File: src/rtl/pdm_pkg.sv
// Shared definitions for the PDM/PWM bitstream CIC decoder.
//   CIC_ORDER : number of integrator/comb stages
//   PCM_FULL  : full-scale unsigned PCM code (all-high input)
//   cic_w()   : internal CIC word width for a given log2 decimation ratio
//   cic_state_e : comb pipeline sequencing states
package pdm_pkg;

   localparam int unsigned CIC_ORDER = 3;
   localparam logic [15:0] PCM_FULL  = 16'hFFFF;

   typedef enum logic [1:0] {
      ST_IDLE,
      ST_C1,
      ST_C2,
      ST_C3
   } cic_state_e;

   // Bit growth of an order-N CIC is N*log2(R); one extra bit holds the
   // exact full-scale value R^N without aliasing it to zero.
   function automatic int unsigned cic_w(input int unsigned log2r);
      return CIC_ORDER * log2r + 1;
   endfunction

endpackage

File: src/rtl/cic_integrator.sv
// One CIC integrator stage: acc accumulates 'in' modulo 2^W on enabled clocks.
//   clk, rst : clock, synchronous active-high reset
//   en       : accumulate enable
//   in       : value added (previous stage's pre-update accumulator)
//   acc      : accumulator, wraps silently
module cic_integrator #(
   parameter int unsigned W = 31
) (
   input  logic         clk,
   input  logic         rst,
   input  logic         en,
   input  logic [W-1:0] in,
   output logic [W-1:0] acc
);

   // Wrap-around is intentional; the comb differences undo it.
   always_ff @(posedge clk) begin
      if (rst) begin
         acc <= '0;
      end else if (en) begin
         acc <= acc + in;
      end
   end

endmodule

File: src/rtl/pdm_cic_decoder.sv
// 1-bit PDM/PWM bitstream to 16-bit unsigned PCM, 3rd-order CIC decimator,
// ratio R = 2^DECIM_LOG2.
//   clk, rst   : clock, synchronous active-high reset
//   cen        : input sample enable (din sampled only when high)
//   din        : synchronised bitstream
//   dout       : decoded PCM, 0x0000 all-low .. 0xFFFF all-high
//   dout_valid : one-clock pulse when dout updates
//   settled    : sticky high once the comb delay line holds real history
module pdm_cic_decoder
   import pdm_pkg::*;
#(
   parameter int unsigned DECIM_LOG2 = 10,
   parameter int unsigned OUT_W      = 16
) (
   input  logic             clk,
   input  logic             rst,
   input  logic             cen,
   input  logic             din,
   output logic [OUT_W-1:0] dout,
   output logic             dout_valid,
   output logic             settled
);

   localparam int unsigned W     = cic_w(DECIM_LOG2);
   localparam int unsigned YW    = W - 1;
   localparam int unsigned SHIFT = YW - OUT_W;
   localparam logic [W-1:0] Y_FULL = {1'b1, {YW{1'b0}}};

   logic [DECIM_LOG2-1:0] dcnt_q;
   logic [W-1:0]          i1, i2, i3;
   logic [W-1:0]          x0_q, c1_q, c2_q;
   logic [W-1:0]          d1_q, d2_q, d3_q;
   logic [1:0]            warm_q;
   cic_state_e            state_q, state_d;

   logic                  dec_event_c;
   logic                  ld_x0_c, ld_c1_c, ld_c2_c, fin_c;
   logic [W-1:0]          y_c;
   logic [OUT_W-1:0]      pcm_c;

   // Integrator chain; each stage sees the previous stage's pre-update value.
   cic_integrator #(.W(W)) u_int1 (
      .clk (clk), .rst (rst), .en (cen), .in (W'(din)), .acc (i1)
   );
   cic_integrator #(.W(W)) u_int2 (
      .clk (clk), .rst (rst), .en (cen), .in (i1), .acc (i2)
   );
   cic_integrator #(.W(W)) u_int3 (
      .clk (clk), .rst (rst), .en (cen), .in (i2), .acc (i3)
   );

   // Decimation counter: event on the R-th enabled sample.
   always_ff @(posedge clk) begin
      if (rst) begin
         dcnt_q <= '0;
      end else if (cen) begin
         dcnt_q <= dcnt_q + DECIM_LOG2'(1);
      end
   end

   assign dec_event_c = cen && (dcnt_q == '1);

   // Comb sequencer state register.
   always_ff @(posedge clk) begin
      if (rst) begin
         state_q <= ST_IDLE;
      end else begin
         state_q <= state_d;
      end
   end

   // Next state, stage strobes and output scaling.
   always_comb begin
      state_d = state_q;
      ld_x0_c = 1'b0;
      ld_c1_c = 1'b0;
      ld_c2_c = 1'b0;
      fin_c   = 1'b0;
      unique case (state_q)
         ST_IDLE: begin
            if (dec_event_c) begin
               ld_x0_c = 1'b1;
               state_d = ST_C1;
            end
         end
         ST_C1: begin
            ld_c1_c = 1'b1;
            state_d = ST_C2;
         end
         ST_C2: begin
            ld_c2_c = 1'b1;
            state_d = ST_C3;
         end
         ST_C3: begin
            fin_c   = 1'b1;
            state_d = ST_IDLE;
         end
         default: state_d = ST_IDLE;
      endcase

      y_c   = c2_q - d3_q;
      // Only the exact full-scale value carries into the top bit.
      pcm_c = (y_c == Y_FULL) ? PCM_FULL : OUT_W'(y_c >> SHIFT);
   end

   // Comb stages, warm-up tracking and registered outputs.
   always_ff @(posedge clk) begin
      if (rst) begin
         x0_q       <= '0;
         c1_q       <= '0;
         c2_q       <= '0;
         d1_q       <= '0;
         d2_q       <= '0;
         d3_q       <= '0;
         warm_q     <= '0;
         dout       <= '0;
         dout_valid <= 1'b0;
         settled    <= 1'b0;
      end else begin
         dout_valid <= 1'b0;
         if (ld_x0_c) begin
            // I3 as it will be after this cycle's update.
            x0_q <= i3 + i2;
         end
         if (ld_c1_c) begin
            c1_q <= x0_q - d1_q;
            d1_q <= x0_q;
         end
         if (ld_c2_c) begin
            c2_q <= c1_q - d2_q;
            d2_q <= c1_q;
         end
         if (fin_c) begin
            d3_q <= c2_q;
            // First three passes only fill the comb delays.
            if (warm_q == 2'd3) begin
               dout       <= pcm_c;
               dout_valid <= 1'b1;
               settled    <= 1'b1;
            end else begin
               warm_q <= warm_q + 2'd1;
            end
         end
      end
   end

endmodule

File: config.mk
export PLATFORM = sky130hd
export DESIGN_NAME = pdm_cic_decoder
export DESIGN_NICKNAME = d
export VERILOG_FILES = /design/src/rtl/pdm_pkg.sv /design/src/rtl/cic_integrator.sv /design/src/rtl/pdm_cic_decoder.sv
export SDC_FILE = /design/constraint.sdc
export NUM_CORES = 1
export LEC_CHECK = 0
export BUFFER_PORTS_ARGS = -buffer_cell sky130_fd_sc_hd__buf_2
export CAP_MARGIN = 20
export CORE_MARGIN = 3
export CORE_UTILIZATION = 61
export CTS_BUF_LIST = sky130_fd_sc_hd__clkbuf_4 sky130_fd_sc_hd__clkbuf_8
export DETAILED_ROUTE_END_ITERATION = 8
export PLACE_DENSITY_LB_ADDON = 0.25
export SYNTH_ARGS = -nofsm -noshare
export SYNTH_HDL_FRONTEND = slang
export SYNTH_SLANG_ARGS = --single-unit
File: constraint.sdc
create_clock -name clk -period 4 [get_ports clk]
set_clock_uncertainty 0.15 [all_clocks]
set_input_delay 1 -clock clk [delete_from_list [all_inputs] [get_ports clk]]
set_output_delay 1 -clock clk [all_outputs]
set_load 0.02 [all_outputs]
---- Word level (Yosys, flattened, before mapping) ----
Index checks and enable logic that the tools add are counted.
storage, ports and cells
  bits in registers ....................... 311
  bits in latches ......................... 0
  RAM bits ................................ 0
  memory bits (read-only) ................. 0
  bits of input ports ..................... 4
  output and inout port bits .............. 18
  word-level logic and storage cells ...... 46
  memories kept ........................... 0
cells by class
  $add $sub $neg .......................... 8
  $mul .................................... 0
  div/mod/pow operators ................... 0
  order comparisons ....................... 0
  equality and inequality tests ........... 7
  shifts and indexed selects .............. 0
  multiplexer cells ....................... 9
  bitwise operators ....................... 2
  reduce and logical (&&, ||, !) cells .... 5
operator list
  kind                                                 count
  subtractor 31 bit                                    3
  adder 31 bit                                         2
  adder 31 x 1 -> 31 bit                               1
  equality test 31 bit, second input constant          1
  2-to-1 mux 16 bit                                    1
  adder 10 x 1 -> 10 bit, second input constant        1
  equality test 10 bit, second input constant          1
  one-hot mux 2 bit (4 select lines)                   1
  equality test 2 bit, second input constant           3
  2-to-1 mux 1 bit                                     6
  AND reduction 2 bit                                  2
  adder 2 x 1 -> 2 bit, second input constant          1
  equality test 2 x 1 -> 1 bit, second input constant  1
  logical NOT 2 bit                                    1
  2-to-1 mux 2 bit                                     1
  != test 2 bit, second input constant                 1
  inverter 1 bit                                       2
  OR reduction 2 bit                                   1
  logical AND 1 bit                                    1

---- Depth between registers and ports, before layout ----
Gate-level depths: netlist of the first run.
  depth after elaboration ................. 4
  depth in mapped cells ................... 16
  mapped depth without buffers ............ 14

---- Modules after synthesis ----
A second synthesis of the first run with hierarchy kept.
unflattened totals
  cells, all modules ...................... 2,824
  area, all modules ....................... 22,866.9 µm²
modules (own cells, without submodules)
  module           times used  cells each  area an instance (µm²)  sequential area each (µm²)
  pdm_cic_decoder  1           1,807       14,590.2                4,364.2
  cic_integrator   3           339         2,758.9                 620.6

---- Worst setup path after synthesis of the first run ----
OpenSTA, ideal clock, no wires.
  path kind ............................... register to register
  start point ............................. register d3_q[6]
  end point ............................... register dout[6]
  data arrival time ....................... 3.328 ns
  required time ........................... 3.762 ns
  slack ................................... 0.434 ns
  stages on the path, launching flop included .. 16
  cell sequence ........................... dfxtp_1 -> inv_1 -> ha_1 -> and3_1 -> a32o_2 -> a21oi_4 -> a21o_4 -> nor4_1 -> a221o_1 -> a2111o_1 -> nor3b_2 -> nand4_1 -> or4_1 -> buf_2 -> buf_6 -> a311oi_2
between the ends
  cells in the longest elaborated chain, start to end .. 3
ends and longest elaborated chain
  item                    line                    RTL
  from (decl)             pdm_cic_decoder.sv:32   logic [W-1:0] d1_q, d2_q, d3_q;
  from (signal assigned)  pdm_cic_decoder.sv:134  d3_q <= c2_q;
  subtractor 31 bit *     pdm_cic_decoder.sv:101  y_c = c2_q - d3_q;
  equality test 31 bit    pdm_cic_decoder.sv:103  pcm_c = (y_c == Y_FULL) ? PCM_FULL : OUT_W'(y_c >> SHIFT);
  2-to-1 mux 16 bit *     pdm_cic_decoder.sv:103
  to (signal assigned)    pdm_cic_decoder.sv:137  dout <= pcm_c;
  to (decl)               pdm_cic_decoder.sv:19   output logic [OUT_W-1:0] dout,
Mark *: on every way between the ends. The rest lies on a longest branch, timed or not.
A chain may end at the register's enable or synchronous reset.

---- Final worst setup path of the first run ----
  start point ............................. register d3_q[5]
  end point ............................... register dout[15]
Same word-level chain as after synthesis.

==> impl_metrics.json, run 1 <==
{
  "run_status": "finished, final reports clean",
  "clkLatencyLatePin_ns": 0.56,
  "clkSinkCount": 311,
  "drive_gt1_share_pct": 7.64,
  "num_io_pins": 22,
  "rrSetupSlack_ns": 0.16,
  "ant_nets": 0,
  "cts_root_buf": "clkbuf_8",
  "cp-end-kind": "register",
  "fin_util_pct": 68.2,
  "synthToLayoutAreaGrowth_pct": 9.01,
  "row_count": 63,
  "min_path_type": "register to register",
  "cts_tree": "built",
  "place.gp.congestion": 0.909,
  "synth_area_leaders": "dfxtp_1 33%, ha_1 11%, mux2i_1 9.1%",
  "p_leak_nw": 8.45,
  "ys_seq_area_share_pct": 33.1,
  "synth_warnings": 0,
  "ys.flop_type": "dfxtp_1",
  "finalPower_w": 0.00757,
  "rsz0062_at_grt": "no",
  "synth_edf_count": 0,
  "placed_cells": 2610,
  "grt-ovfl-total": 0,
  "synthTopCellsByCount": "339 x nor2_1, 311 x dfxtp_1, 182 x a21oi_1, 170 x mux2i_1, 159 x ha_1",
  "syn_avg_cell_area_sq_um": 8.32,
  "drt_iter0_markers": 666,
  "finalHoldViolations": 0,
  "yosysMostFrequentCell": "nor2_1",
  "dp_hpwl_um": 28300,
  "core_sq_um": 30000,
  "drt_wl_total_um": 38800,
  "hold_depth": 2,
  "drv_slew": 0,
  "ys_seq_elements": 311,
  "fin_tns_setup_ns": 0,
  "r2r_end": "dout[15]",
  "slew-limit-headroom_pct": 24.8,
  "antenna_found_initial": 0,
  "drc": 0,
  "viasPerCell": 5.70,
  "design_area_sq_um": 20500,
  "worst_ep_arrival_time_ns": 4.15,
  "dieArea_sq_um": 33000,
  "die_h_um": 182,
  "critPathMaxFanout": 14,
  "peakVddDrop_mv": 0.341,
  "grt_start_max_net_pins": 148,
  "worstMarginPinSlew_ns": 1.13,
  "vias": 15422,
  "max_stage_delay_ns": 0.43,
  "firstDrtPassIters": 5,
  "max_freq_mhz": 260,
  "synth_top_area_share_pct": 33.1,
  "required_ns": 4.31,
  "antenna_cells": 0,
  "holdPathEnd": "settled",
  "grt_pass1_wl_um": 67300,
  "final.period_utilization_pct": 96.0,
  "wl_per_cell_um": 14.3,
  "grt_pass1_vias": 15013,
  "yosysTopAreaCell": "dfxtp_1",
  "dpl-instance-area_sq_um": 19300,
  "start_util_pct": 62.6,
  "synthArstFlopShare_pct": 0,
  "power_density_nw_per_um2": 369,
  "die_w_um": 182,
  "timing.final.crit_period_ns": 3.84,
  "cap_viol_max_count": 0,
  "cts_buffers": 52,
  "r2r_start": "d3_q[5]",
  "setup_viol": 0,
  "crit_chain": "inv_1, ha_1, and3_1, a32o_2, a21oi_4, a21o_4, nor4_1, a221o_1, a2111o_1, nor3b_2, nand4_1, or4_1, buf_4, a311oi_2",
  "clockBufferDepth": 3,
  "setup.worst_path.class": "register to register",
  "hp-start": "settled",
  "synth_cells": 2258,
  "slowest_stage": "a2111o_1",
  "nets": 2441,
  "synth_cell_type_count": 71,
  "fin_cells": 2706,
  "grt_usage_pct": 23.3,
  "rr_worst_depth": 14,
  "syn_nets": 2425,
  "port_buffers": 21,
  "syn_area_sq_um": 18800,
  "path_clk_slew_ns": 0.06,
  "crit_path_start_kind": "register",
  "htreeDepth": 2
}
placed cells by master, fill, tap and decap left out, drive strengths merged, types with 76 or more instances in the layout:
cell,instances
dfxtp,311
nor2,339
inv,145
xnor2,100
o21ai,78
ha,159
mux2i,170
a21oi,184
clkbuf,76
nand2,142
final cells by class:
cell class | instances | area (sq um)
clock buffers | 76 | 971
multi-input cells | 1719 | 11800
clock inverters | 20 | 180
well taps | 390 | 488
flip-flops and latches | 311 | 6230
fillers | 2514 | 9540
inverters | 145 | 544
repair buffers | 45 | 310
registers in the layout (all words and copies together) (netlist names), 10 cells and up:
signal,flops
u_int1.acc,31
dcnt_q,10
dout,16
x0_q,31
c2_q,31
d1_q,31
d3_q,31
u_int2.acc,31
c1_q,31
u_int3.acc,31
d2_q,31
stage by stage:
stage                     worst slack [ns]  hold slack (ns)
after floorplan                      0.434            0.299
after global placement               0.305            0.300
after detailed placement             0.148            0.317
after CTS                            0.139            0.329
after global routing               0.00736            0.347
final                                0.161            0.315
worst max-delay path: cells and delay by family, from the launching register on:
kind | cells | cell delay [ns]
adders and majority gates | 1 | 0.33
and+or+nand+nor | 5 | 1.00
buffers and inverters | 2 | 0.25
DFF | 1 | 0.33
AOI/OAI and AO/OA | 6 | 1.67
logic make-up after synthesis:
| group | synth area share [%] |
|---|---|
| and+or+nand+nor | 17.3 |
| AOI/OAI and AO/OA | 17.6 |
| DFF | 33.1 |
| buffers and inverters | 4.61 |
| muxes | 9.11 |
| adders and majority gates | 11.0 |
| xor gates and xnor gates | 7.18 |
power breakdown:
part | internal, W | switching (W)
logic | 0.000616 | 0.000744
clock network | 0.00176 | 0.00127
registers | 0.00314 | 0.0000442
how the worst max path moves through the flow:
| stage | from | to | slack (ns) |
|---|---|---|---|
| after global placement | d3_q[6] | dout[9] | 0.30 |
| after CTS | d3_q[6] | dout[15] | 0.14 |
| after detailed placement | d3_q[6] | dout[15] | 0.15 |
| final | d3_q[5] | dout[15] | 0.16 |
| after floorplan | d3_q[6] | dout[6] | 0.43 |
| after global routing | d3_q[5] | dout[5] | 0.007 |
layer usage:
metal | GRT usage (%) | routed length [um]
met2 | 41.6 | 18700
met5 | 0 | 0
met3 | 2.76 | 1180
met1 | 28.9 | 17600
met4 | 8.26 | 1280
timing repair:
item | 4_1_cts | 5_1_grt
setup endpoints to repair | 0 | 10
hold buffers | 0 | 0
gates resized for setup | 0 | 7
setup buffers | 0 | 0
Power figures use the tool's default switching activity.
==> run 2, diff against run 1 <==
Settings changed: GPL_ROUTABILITY_DRIVEN set to 0, GPL_TIMING_DRIVEN set to 0, HOLD_SLACK_MARGIN set to 0.03.
==> run 2 against run 1 <==
  * Sequential share of layout area fell by 0.47 points
  * Global-route usage is 3.8 points higher
  * Wire length increased by 19%
  * Power up 5.1%
  * Register-to-register slack got worse by 0.04 ns
  * Clock power is 7.9% higher
  * Die area stayed put
  * Via count rose by 5.5%
  * Critical path depth is 2 lower
==> impl_metrics.json, run 2 (same netlist as run 1, synthesis figures left out) <==
{
  "cts_buffers": 51,
  "port_buffers": 21,
  "crit_buf_inv": 0,
  "run_status": "finished, final reports clean",
  "ant_nets": 0,
  "fin_cells": 2764,
  "num_io_pins": 22,
  "row_count": 63,
  "critPathMaxFanout": 6,
  "max_stage_delay_ns": 0.49,
  "final_common_cell": "nor2_1",
  "synthToLayoutAreaGrowth_pct": 10.8,
  "crit_path_start_kind": "register",
  "fin_tns_setup_ns": 0,
  "drt_iter0_markers": 1089,
  "antenna_cells": 0,
  "final_cell_mix": "339 x nor2_1, 309 x dfxtp_1, 179 x a21oi_1",
  "setup.worst_path.class": "register to register",
  "grt_pass1_wl_um": 75600,
  "die_w_um": 182,
  "dieArea_sq_um": 33000,
  "crit_chain": "ha_1, a2111o_1, a311o_1, nand3b_1, o21ai_0, a211o_1, a2111oi_0, nor3_1, a311oi_1, xnor2_1, mux2i_1, nor2_1",
  "setup_slack_ns": 0.124,
  "required_ns": 4.28,
  "htreeDepth": 2,
  "drt_wl_total_um": 46100,
  "vias": 16266,
  "clockBufferDepth": 3,
  "fin_util_pct": 69.4,
  "worst_ep_arrival_time_ns": 4.16,
  "hold_buffers": 0,
  "drive_gt1_share_pct": 7.37,
  "setup_viol": 0,
  "start_util_pct": 62.6,
  "rsz0062_at_grt": "no",
  "nets": 2500,
  "die_h_um": 182,
  "final.period_utilization_pct": 96.9,
  "clkLatencyLatePin_ns": 0.59,
  "viasPerCell": 5.88,
  "firstDrtPassIters": 7,
  "grt_usage_pct": 27.1,
  "slowest_stage": "a2111oi_0",
  "drc": 0,
  "wl_per_cell_um": 16.7,
  "grt_pass1_vias": 15797,
  "grt-ovfl-total": 0,
  "pre_cts_ws_ns": -0.183,
  "dp_hpwl_um": 34900,
  "p_leak_nw": 8.53,
  "placed_cells": 2669,
  "cap_viol_max_count": 0,
  "peakVddDrop_mv": 0.290,
  "grt_start_max_net_pins": 14,
  "core_sq_um": 30000,
  "path_clk_slew_ns": 0.06,
  "cp_top_family": "compound AO/OA/AOI/OAI gates",
  "clkSinkCount": 311,
  "slew-limit-headroom_pct": 25.7,
  "worstMarginPinSlew_ns": 1.11,
  "antenna_found_initial": 0,
  "drv_slew": 0,
  "max_freq_mhz": 258,
  "cts_tree": "built",
  "min_path_type": "register to register",
  "finalHoldViolations": 0,
  "cp-end-kind": "register",
  "cts_root_buf": "clkbuf_8",
  "power_density_nw_per_um2": 382,
  "timing.final.crit_period_ns": 3.88
}
[run 2: final timing paths]
check,from,to,slack (ns),depth (start not counted)
setup reg to reg,u_int1.acc[6],u_int2.acc[29],0.12,12
setup / recovery,u_int1.acc[6],u_int2.acc[29],0.12,12
hold reg to reg,x0_q[0],x0_q[0],0.32,2
hold / removal,x0_q[0],x0_q[0],0.32,2
[run 2: layer usage]
| metal | vias up | track usage [%] | wire length, um |
|---|---|---|---|
| met5 | - | 0 | 0 |
| met4 | 0 | 13.7 | 2440 |
| met3 | 160 | 3.35 | 2120 |
| met2 | 450 | 48.4 | 22500 |
| met1 | 7542 | 31.8 | 19100 |
| li1 | 8114 | - | - |
[run 2: report_power, final]
group	internal, W	total, W	switching [W]
clock	0.00198	0.00327	0.00129
sequential	0.00314	0.00318	0.0000409
combinational	0.000647	0.00150	0.000857
total	0.00576	0.00796	0.00219
[run 2: repair_timing]
action,CTS,global route
buffers inserted,0,3
pin swaps,0,13
endpoints found under the hold margin,0,0
cloned,0,0
gates resized for setup,6,35
setup endpoints to repair,17,17
[run 2: cell type report]
type,instances,area (sq um)
buffer,81,315
clock buffer,77,991
clock inverter,17,244
fill,2395,9200
inverter,145,544
multi-input combinational,1719,11900
sequential,311,6230
tap,390,488
timing repair buffer,24,128
[run 2: stage by stage]
stage / hold slack [ns] / power [W] / area, sq um
5_1_grt: 0.338 / 0.00824 / 20800
3_5_place_dp: 0.308 / 0.00465 / 19400
3_3_place_gp: 0.307 / 0.00462 / 19400
4_1_cts: 0.328 / 0.00791 / 20700
6_report: 0.325 / 0.00796 / 20800
2_1_floorplan: 0.299 / 0.00432 / 18800
[run 2: tightest hold or removal path, stage by stage, from the launching register on]
cell and delay, ns:
dfxtp_1 0.32, nand2_1 0.05, a21oi_1 0.05
